<file path="src/rtl/uart_alu_pkg.sv">
// Shared opcode, status and state definitions for the UART/ALU command sequencer.
package uart_alu_pkg;

  localparam logic [5:0] OP_ADD = 6'b100000;
  localparam logic [5:0] OP_SUB = 6'b100010;
  localparam logic [5:0] OP_AND = 6'b100100;
  localparam logic [5:0] OP_OR  = 6'b100101;
  localparam logic [5:0] OP_XOR = 6'b100110;
  localparam logic [5:0] OP_SRA = 6'b000011;
  localparam logic [5:0] OP_SRL = 6'b000010;
  localparam logic [5:0] OP_NOR = 6'b100111;

  localparam logic [7:0] ST_OK     = 8'h00;
  localparam logic [7:0] ST_BAD_OP = 8'hEE;

  typedef enum logic [2:0] {
    GET_A,
    GET_B,
    GET_OP,
    EXEC,
    SEND_ST,
    SEND_RES
  } state_t;

endpackage

</file>
<file path="src/rtl/frame_timeout.sv">
// Inter-byte watchdog: reloads on every accepted byte, counts down while waiting.
module frame_timeout #(
  parameter int unsigned TIMEOUT = 50000
) (
  input  logic i_clk,
  input  logic i_reset,
  input  logic i_load,
  input  logic i_en,
  output logic o_expired
);

  localparam int unsigned NB_CNT = $clog2(TIMEOUT);
  localparam logic [NB_CNT-1:0] LOAD_VAL = NB_CNT'(TIMEOUT - 1);

  logic [NB_CNT-1:0] count;

  // Loaded with TIMEOUT-1 and run down to zero: zero is reached on the
  // TIMEOUT-th empty cycle after a byte, i.e. an up-count of TIMEOUT-1.
  always_ff @(posedge i_clk) begin
    if (i_reset) begin
      count <= '0;
    end else if (i_load) begin
      count <= LOAD_VAL;
    end else if (i_en && (count != '0)) begin
      count <= count - NB_CNT'(1);
    end
  end

  assign o_expired = (count == '0);

endmodule

</file>
<file path="src/rtl/uart_alu_ctrl.sv">
// Collects A, B, opcode from the RX FIFO, drives the ALU and returns status + result.
module uart_alu_ctrl
  import uart_alu_pkg::*;
#(
  parameter int unsigned NB_DATA = 8,
  parameter int unsigned NB_OP   = 6,
  parameter int unsigned TIMEOUT = 50000
) (
  input  logic               i_clk,
  input  logic               i_reset,
  input  logic               i_rx_empty,
  input  logic [NB_DATA-1:0] i_rx_data,
  output logic               o_rd_uart,
  input  logic               i_tx_full,
  output logic               o_wr_uart,
  output logic [NB_DATA-1:0] o_tx_data,
  output logic [NB_DATA-1:0] o_alu_a,
  output logic [NB_DATA-1:0] o_alu_b,
  output logic [NB_OP-1:0]   o_alu_op,
  input  logic [NB_DATA-1:0] i_alu_result,
  output logic               o_busy
);

  state_t             state;
  logic [NB_DATA-1:0] a_reg;
  logic [NB_DATA-1:0] b_reg;
  logic [NB_DATA-1:0] status_reg;
  logic [NB_DATA-1:0] result_reg;
  logic [NB_DATA-1:0] tx_last;
  logic               op_ok;

  logic rx_state;
  logic wait_state;
  logic rx_take;
  logic tx_take;
  logic drop;
  logic expired;
  logic tmo_load;
  logic tmo_en;
  logic op_known;
  logic op_valid_now;

  always_comb begin
    rx_state   = (state == GET_A) || (state == GET_B) || (state == GET_OP);
    wait_state = (state == GET_B) || (state == GET_OP);
    rx_take    = !i_reset && rx_state && !i_rx_empty;
    tx_take    = !i_reset && ((state == SEND_ST) || (state == SEND_RES)) && !i_tx_full;
    drop       = !i_reset && wait_state && i_rx_empty && expired;
    tmo_load   = rx_take || drop;
    tmo_en     = wait_state && i_rx_empty;
  end

  always_comb begin
    op_known = 1'b0;
    case (i_rx_data[NB_OP-1:0])
      NB_OP'(OP_ADD), NB_OP'(OP_SUB), NB_OP'(OP_AND), NB_OP'(OP_OR),
      NB_OP'(OP_XOR), NB_OP'(OP_SRA), NB_OP'(OP_SRL), NB_OP'(OP_NOR): op_known = 1'b1;
      default: op_known = 1'b0;
    endcase
    op_valid_now = op_known && (i_rx_data[NB_DATA-1:NB_OP] == '0);
  end

  frame_timeout #(
    .TIMEOUT(TIMEOUT)
  ) u_frame_timeout (
    .i_clk     (i_clk),
    .i_reset   (i_reset),
    .i_load    (tmo_load),
    .i_en      (tmo_en),
    .o_expired (expired)
  );

  // Operands are staged locally and only copied to the ALU on the opcode pop,
  // so a dropped partial frame leaves the ALU inputs untouched.
  always_ff @(posedge i_clk) begin
    if (i_reset) begin
      state      <= GET_A;
      a_reg      <= '0;
      b_reg      <= '0;
      o_alu_a    <= '0;
      o_alu_b    <= '0;
      o_alu_op   <= '0;
      op_ok      <= 1'b0;
      status_reg <= '0;
      result_reg <= '0;
      tx_last    <= '0;
    end else begin
      case (state)
        GET_A: begin
          if (!i_rx_empty) begin
            a_reg <= i_rx_data;
            state <= GET_B;
          end
        end
        GET_B: begin
          if (!i_rx_empty) begin
            b_reg <= i_rx_data;
            state <= GET_OP;
          end else if (expired) begin
            state <= GET_A;
          end
        end
        GET_OP: begin
          if (!i_rx_empty) begin
            o_alu_a  <= a_reg;
            o_alu_b  <= b_reg;
            o_alu_op <= i_rx_data[NB_OP-1:0];
            op_ok    <= op_valid_now;
            state    <= EXEC;
          end else if (expired) begin
            state <= GET_A;
          end
        end
        EXEC: begin
          result_reg <= op_ok ? i_alu_result : '0;
          status_reg <= op_ok ? NB_DATA'(ST_OK) : NB_DATA'(ST_BAD_OP);
          state      <= SEND_ST;
        end
        SEND_ST: begin
          if (!i_tx_full) begin
            tx_last <= status_reg;
            state   <= SEND_RES;
          end
        end
        SEND_RES: begin
          if (!i_tx_full) begin
            tx_last <= result_reg;
            state   <= GET_A;
          end
        end
        default: state <= GET_A;
      endcase
    end
  end

  // The TX byte only changes in a write cycle; otherwise it shows the last byte written.
  always_comb begin
    o_tx_data = tx_last;
    if (tx_take) begin
      o_tx_data = (state == SEND_ST) ? status_reg : result_reg;
    end
  end

  assign o_rd_uart = rx_take;
  assign o_wr_uart = tx_take;
  assign o_busy    = (state != GET_A);

endmodule

</file>
<file path="config.mk">
export PLATFORM = sky130hd
export DESIGN_NAME = uart_alu_ctrl
export DESIGN_NICKNAME = d
export VERILOG_FILES = /design/src/rtl/uart_alu_pkg.sv /design/src/rtl/frame_timeout.sv /design/src/rtl/uart_alu_ctrl.sv
export SDC_FILE = /design/constraint.sdc
export NUM_CORES = 1
export LEC_CHECK = 0
export ABC_CLOCK_PERIOD_IN_PS = 4800
export CORE_MARGIN = 4
export CORE_UTILIZATION = 50
export DETAILED_ROUTE_END_ITERATION = 12
export GPL_TIMING_DRIVEN = 0
export PLACE_DENSITY = 0.79
export SYNTH_ARGS = -nofsm -noshare
export SYNTH_HDL_FRONTEND = slang
export SYNTH_SLANG_ARGS = --single-unit
</file>
<file path="constraint.sdc">
create_clock -name i_clk -period 4.8 [get_ports i_clk]
set_input_delay 0.72 -clock i_clk [delete_from_list [all_inputs] [get_ports i_clk]]
set_output_delay 0.72 -clock i_clk [all_outputs]
set_load 0.005 [all_outputs]
</file>
* After elaboration in Yosys (flattened, before gate mapping)
Index checks and enable logic that the tools add are counted.
** Operators by class
- Add/subtract/negate cells :: 1
- Multipliers :: 0
- Divide/modulo/power cells :: 0
- Magnitude comparators :: 0
- Equality and inequality tests :: 16
- Shifts and indexed selects :: 0
- Multiplexer cells :: 17
- Bitwise operators :: 1
- Reductions and logical operators :: 32
** Operators by type and width (count)
- 8-bit two-way mux :: 6
- 6-bit equality test (second input constant) :: 6
- 16-bit two-way mux :: 2
- 3-bit two-way mux :: 6
- 3-bit one-hot mux with 6 select lines :: 1
- 16-bit logical NOT :: 1
- 8-bit one-hot mux with 2 select lines :: 1
- 16-bit nonzero test :: 1
- 16-bit by 1-bit subtractor with 16-bit output (second input constant) :: 1
- 6-bit by 2-bit equality test with 1-bit output (second input constant) :: 2
- 1-bit logical AND :: 10
- 8-bit OR reduction :: 1
- 3-bit by 2-bit equality test with 1-bit output (second input constant) :: 2
- 3-bit equality test (second input constant) :: 2
- 2-bit inequality test (second input constant) :: 3
- 2-bit AND reduction :: 3
- 3-bit AND reduction :: 2
- 1-bit logical OR :: 5
- 2-bit nonzero test :: 2
- 3-bit by 1-bit equality test with 1-bit output (second input constant) :: 1
- 1-bit logical NOT :: 3
- 3-bit logical NOT :: 1
- 3-bit nonzero test :: 1
- 2-bit logical NOT :: 1
- other kinds (3) :: 3
** Word-level totals
- Register bits after elaboration :: 82
- Latch bits :: 0
- Memory bits (writable) :: 0
- Bits in read-only memories :: 0
- Bits of input ports :: 20
- Word-level logic and storage cells :: 79
- Memories kept :: 0

* Logic depth before layout (Yosys ltp)
Gate-level depths: netlist (run 1).
- Word-level depth :: 7
- Gate-level depth with buffers :: 8

* By module
Synthesis (run 1) repeated with hierarchy kept, for this count alone.
** Second synthesis, totals
- Cell total of the unflattened synthesis :: 397
- Area, all modules :: 3320.7 um2
** By module, submodules not included
- uart_alu_ctrl :: instances 1, cells each 296, area each 2447.3 um2
- frame_timeout :: instances 1, cells each 101, area each 873.3 um2

* Worst setup path after synthesis (run 1)
Ideal clock, no wire load.
- Path type :: input to output
- From :: input port i_tx_full
- To :: output port o_tx_data[6]
- Arrival time :: 1.822 ns
- Required time :: 4.080 ns
- Slack :: 2.258 ns
- Cell stages on the path :: 5
- Path buffers :: 1
- Cell sequence :: or3b_2 nor2_1 buf_2 nor2_1 a21oi_1
** On the way
- Cells in the longest elaborated chain, start to end :: 3
** RTL lines
- start: declaration :: line uart_alu_ctrl.sv:14 : input logic i_tx_full,
- 1-bit logical NOT
- 1-bit logical AND :: line uart_alu_ctrl.sv:47 : tx_take = !i_reset && ((state == SEND_ST) || (state == SEND_RES)) && !i_tx_full;
- net o_wr_uart :: line uart_alu_ctrl.sv:15 : output logic o_wr_uart,
- 8-bit two-way mux :: line uart_alu_ctrl.sv:139 : if (tx_take) begin
- end: declaration :: line uart_alu_ctrl.sv:16 : output logic [NB_DATA-1:0] o_tx_data,
The timed path passes the listed nets, and every way through them passes these cells.

* Worst setup path after layout (run 1)
- From :: input port i_tx_full
- To :: output port o_tx_data[6]
** On the way
- Cells in the longest elaborated chain, start to end :: 3
** RTL lines (line)
- 1-bit logical NOT
- 1-bit logical AND :: uart_alu_ctrl.sv:47
- 8-bit two-way mux :: uart_alu_ctrl.sv:139
No other way between the ends.

==> out/qor.csv, run 1 <==
stage;metric;value;unit
layout;largest-register;u_frame_timeout.count;
yosys;synth_edf_count;0;
yosys;synth_cell_types;50;
critical_path;reg2reg_depth;6;
clock_network;clockBufferDepth;2;
min_path;hp-start;a_reg[7];
critical_path;ff2ff_setup_slack;2.54;ns
layout;syn_to_final_growth;24.14;%
critical_path;cp_top_family;buffers and inverters;
sta;setup_tns;0;ns
yosys;avgSynthCellArea;8.101;µm²
yosys;syn_area;3297;µm²
die;die-area;7957;µm²
layout;antenna_cells;0;
critical_path;path_buf_inv;3;
die;fp.dieW;89.20;µm
placement;hpwl;5979;µm
grt;antenna_found_initial;0;
clock_network;cts-root-buf;clkbuf_8;
sta;hold_viol;0;
sta;tightest_slew;1.284;ns
outcome;outcome;finished clean;
placement;place_ws;1.048;ns
clock_network;cts.sinks;75;
clock_network;ctsResizeCount;0;
yosys;synth_nets;429;
die;pin_count;53;
grt;grt_usage;22.56;%
layout;finish.utilization;64.09;%
sta;period_share;78.75;%
critical_path;critPathArrivalTime;3.06;ns
critical_path;path_cells;clkdlybuf4s50_1, or3b_2, nor2_1, buf_2, nor2_1, a21oi_1, clkdlybuf4s50_1;
grt;grt_pass1_wl;14280;µm
yosys;synth_seq_cells;75;
clock_network;cts_tree;built;
min_path;holdPathEnd;o_alu_a[7];
clock_network;clkTransAtPathRegs;0.08;ns
layout;num-nets-final;490;
routing;drt_first_pass_iters;4;
critical_path;critPathSlowestCell;clkdlybuf4s50_1;
routing;wirelength;8444;µm
power_and_ir_drop;power_density;329.0;nW/µm²
routing;routedWlPerCell;15.38;µm
critical_path;critical_path_required;4.08;ns
layout;fillers;561;
grt;grt_pass1_vias;3084;
grt;grt_max_degree;14;
yosys;syn_inst;407;
sta;fin_crit;3.780;ns
critical_path;path_max_fanout;10;
clock_network;cts.hold.buffers_added;0;
critical_path;slowest_delay;0.54;ns
sta;drv_slew;0;
clock_network;h-tree-depth;3;
power_and_ir_drop;peakVddDrop;0.2876;mV
sta;relSlewSlack;13.65;%
routing;avgViaCountPerCell;5.812;
die;start_util;51.63;%
routing;drt_iter0_drc;212;
sta;setup-violations-final;0;
die;rows;29;
placement;numPortBuffers;50;
sta;rsz0062_at_grt;false;
yosys;ys_warn_count;0;
layout;fin_area;4093;µm²
routing;drcViolationCount;0;
clock_network;numCtsBuffers;9;
flow_run;drv_cap;0;
sta;timing.fmax;0.2646;GHz
routing;via_count;3191;
placement;dpl_cell_area;3894;µm²
critical_path;endpoint_kind;output pin;
yosys;synth_flop_cell;dfxtp_1;
critical_path;worstReg2RegStart;u_frame_timeout.count[14];
min_path;hold_depth;2;
sta;whs;0.4593;ns
critical_path;worstReg2RegEnd;u_frame_timeout.count[3];
layout;layout-drive-gt1-share;8.051;%
power_and_ir_drop;leakagePower;1.375;nW
yosys;seq_area_frac_synth;45.54;%
layout;largest_register_ffs;16;
placement;gp_congestion;0.8982;
critical_path;path_class;input port to output pin;
die;fp.dieH;89.20;µm
clock_network;clkLatencyLatePin;0.34;ns
critical_path;start_kind;input port;
min_path;hold_class;register to register;
yosys;async_flop_share;0;%
clock_network;post_cts_buffers;0;
routing;drtAntennaViolNets;0;
layout;final_common_cell;nand2_1;
sta;fin_ws;1.020;ns
sta;finClkSkew;0.01319;ns
die;coreArea;6386;µm²
layout;layout_common_cells;77 x nand2_1, 75 x dfxtp_1, 62 x a21oi_1;
grt;gr-total-overflow;0;
## cells in the mapped netlist, types with 3 or more instances
master	n	area (µm²)
nand2_1	77	289.0
dfxtp_1	75	1501
a21oi_1	62	310.3
nor2_1	32	120.1
clkbuf_1	20	75.07
nand3_1	15	75.07
nor3_1	10	50.05
mux2i_1	8	80.08
nor2b_1	7	43.79
o31ai_1	7	52.55
a211oi_1	6	45.04
a311oi_1	6	52.55
a31oi_1	6	37.54
inv_1	6	22.52
nor4_1	6	37.54
o21ai_0	6	30.03
buf_2	5	25.02
or4_1	5	37.54
nand4_1	4	25.02
or3_2	3	22.52
## power by group
part / internal, W / switching [W] / leakage (nW)
logic: 0.0000787 / 0.000114 / 0.663
registers: 0.000644 / 0.0000179 / 0.609
clock network: 0.000254 / 0.000237 / 0.103
total: 0.000977 / 0.000369 / 1.37
## layer usage
layer | part of all wire (%) | global-route usage, % | up-vias
li1 | - | - | 1581
met1 | 44 | 29.06 | 1519
met4 | 0.98 | 6.225 | 0
met3 | 5.2 | 5.253 | 8
met2 | 50 | 37.91 | 83
met5 | 0 | 0 | -
## tightest hold or removal path, stage by stage (launching register included)
cell	delay (ns)
dfxtp_1	0.32
nand2_1	0.05
a21oi_1	0.05
## worst max-delay path by stage
stage,from,endpoint,slack [ns],cells past startpoint
4_1_cts,i_tx_full,o_tx_data[6],1.02,7
2_1_floorplan,i_tx_full,o_tx_data[6],2.26,5
6_report,i_tx_full,o_tx_data[6],1.02,7
3_3_place_gp,i_tx_full,o_tx_data[6],1.05,7
5_1_grt,i_tx_full,o_tx_data[6],0.90,7
3_5_place_dp,i_tx_full,o_tx_data[6],1.05,7
## kinds of logic after synthesis
logic type	share of synthesized area, %
flops	45.54
simple gates	26.22
fa+ha+maj	0.7589
buf+inv	4.060
mux	2.429
xor+xnor	0.7592
compound gates	20.23
## area by class of cell
class	instances	area [µm²]	area share [%]
tap	77	96.34	2.354
timing repair buffer	50	500.5	12.23
clock inverter	5	61.31	1.498
multi-input combinational	299	1662	40.60
sequential	75	1501	36.69
clock buffer	10	137.6	3.363
buffer	27	111.4	2.721
inverter	6	22.52	0.5503
## metrics by stage
stage	instances	power, W
after floorplan	407	0.0008013
after global placement	534	0.0008596
after detailed placement	534	0.0008664
after CTS	549	0.001348
after global routing	549	0.001401
final	549	0.001346
Power figures use the tool's default switching activity.
==> run 2: changes to the inputs <==
Settings changed: ABC_CLOCK_PERIOD_IN_PS 4800 to 3770.
Clock period 4.8 ns to 3.77 ns, I/O delays scaled along.
==> results of run 2 <==
Same layout as run 1 (identical final DEF). Status: finished clean.
Among the figures that moved: setup slack after placement 1.048 ns -> 0.3267 ns; setup slack after layout 1.020 ns -> 0.2991 ns; register-to-register setup slack 2.54 ns -> 1.51 ns; total power 0.001346 W -> 0.001714 W; worst IR drop on VDD 0.2876 mV -> 0.3662 mV
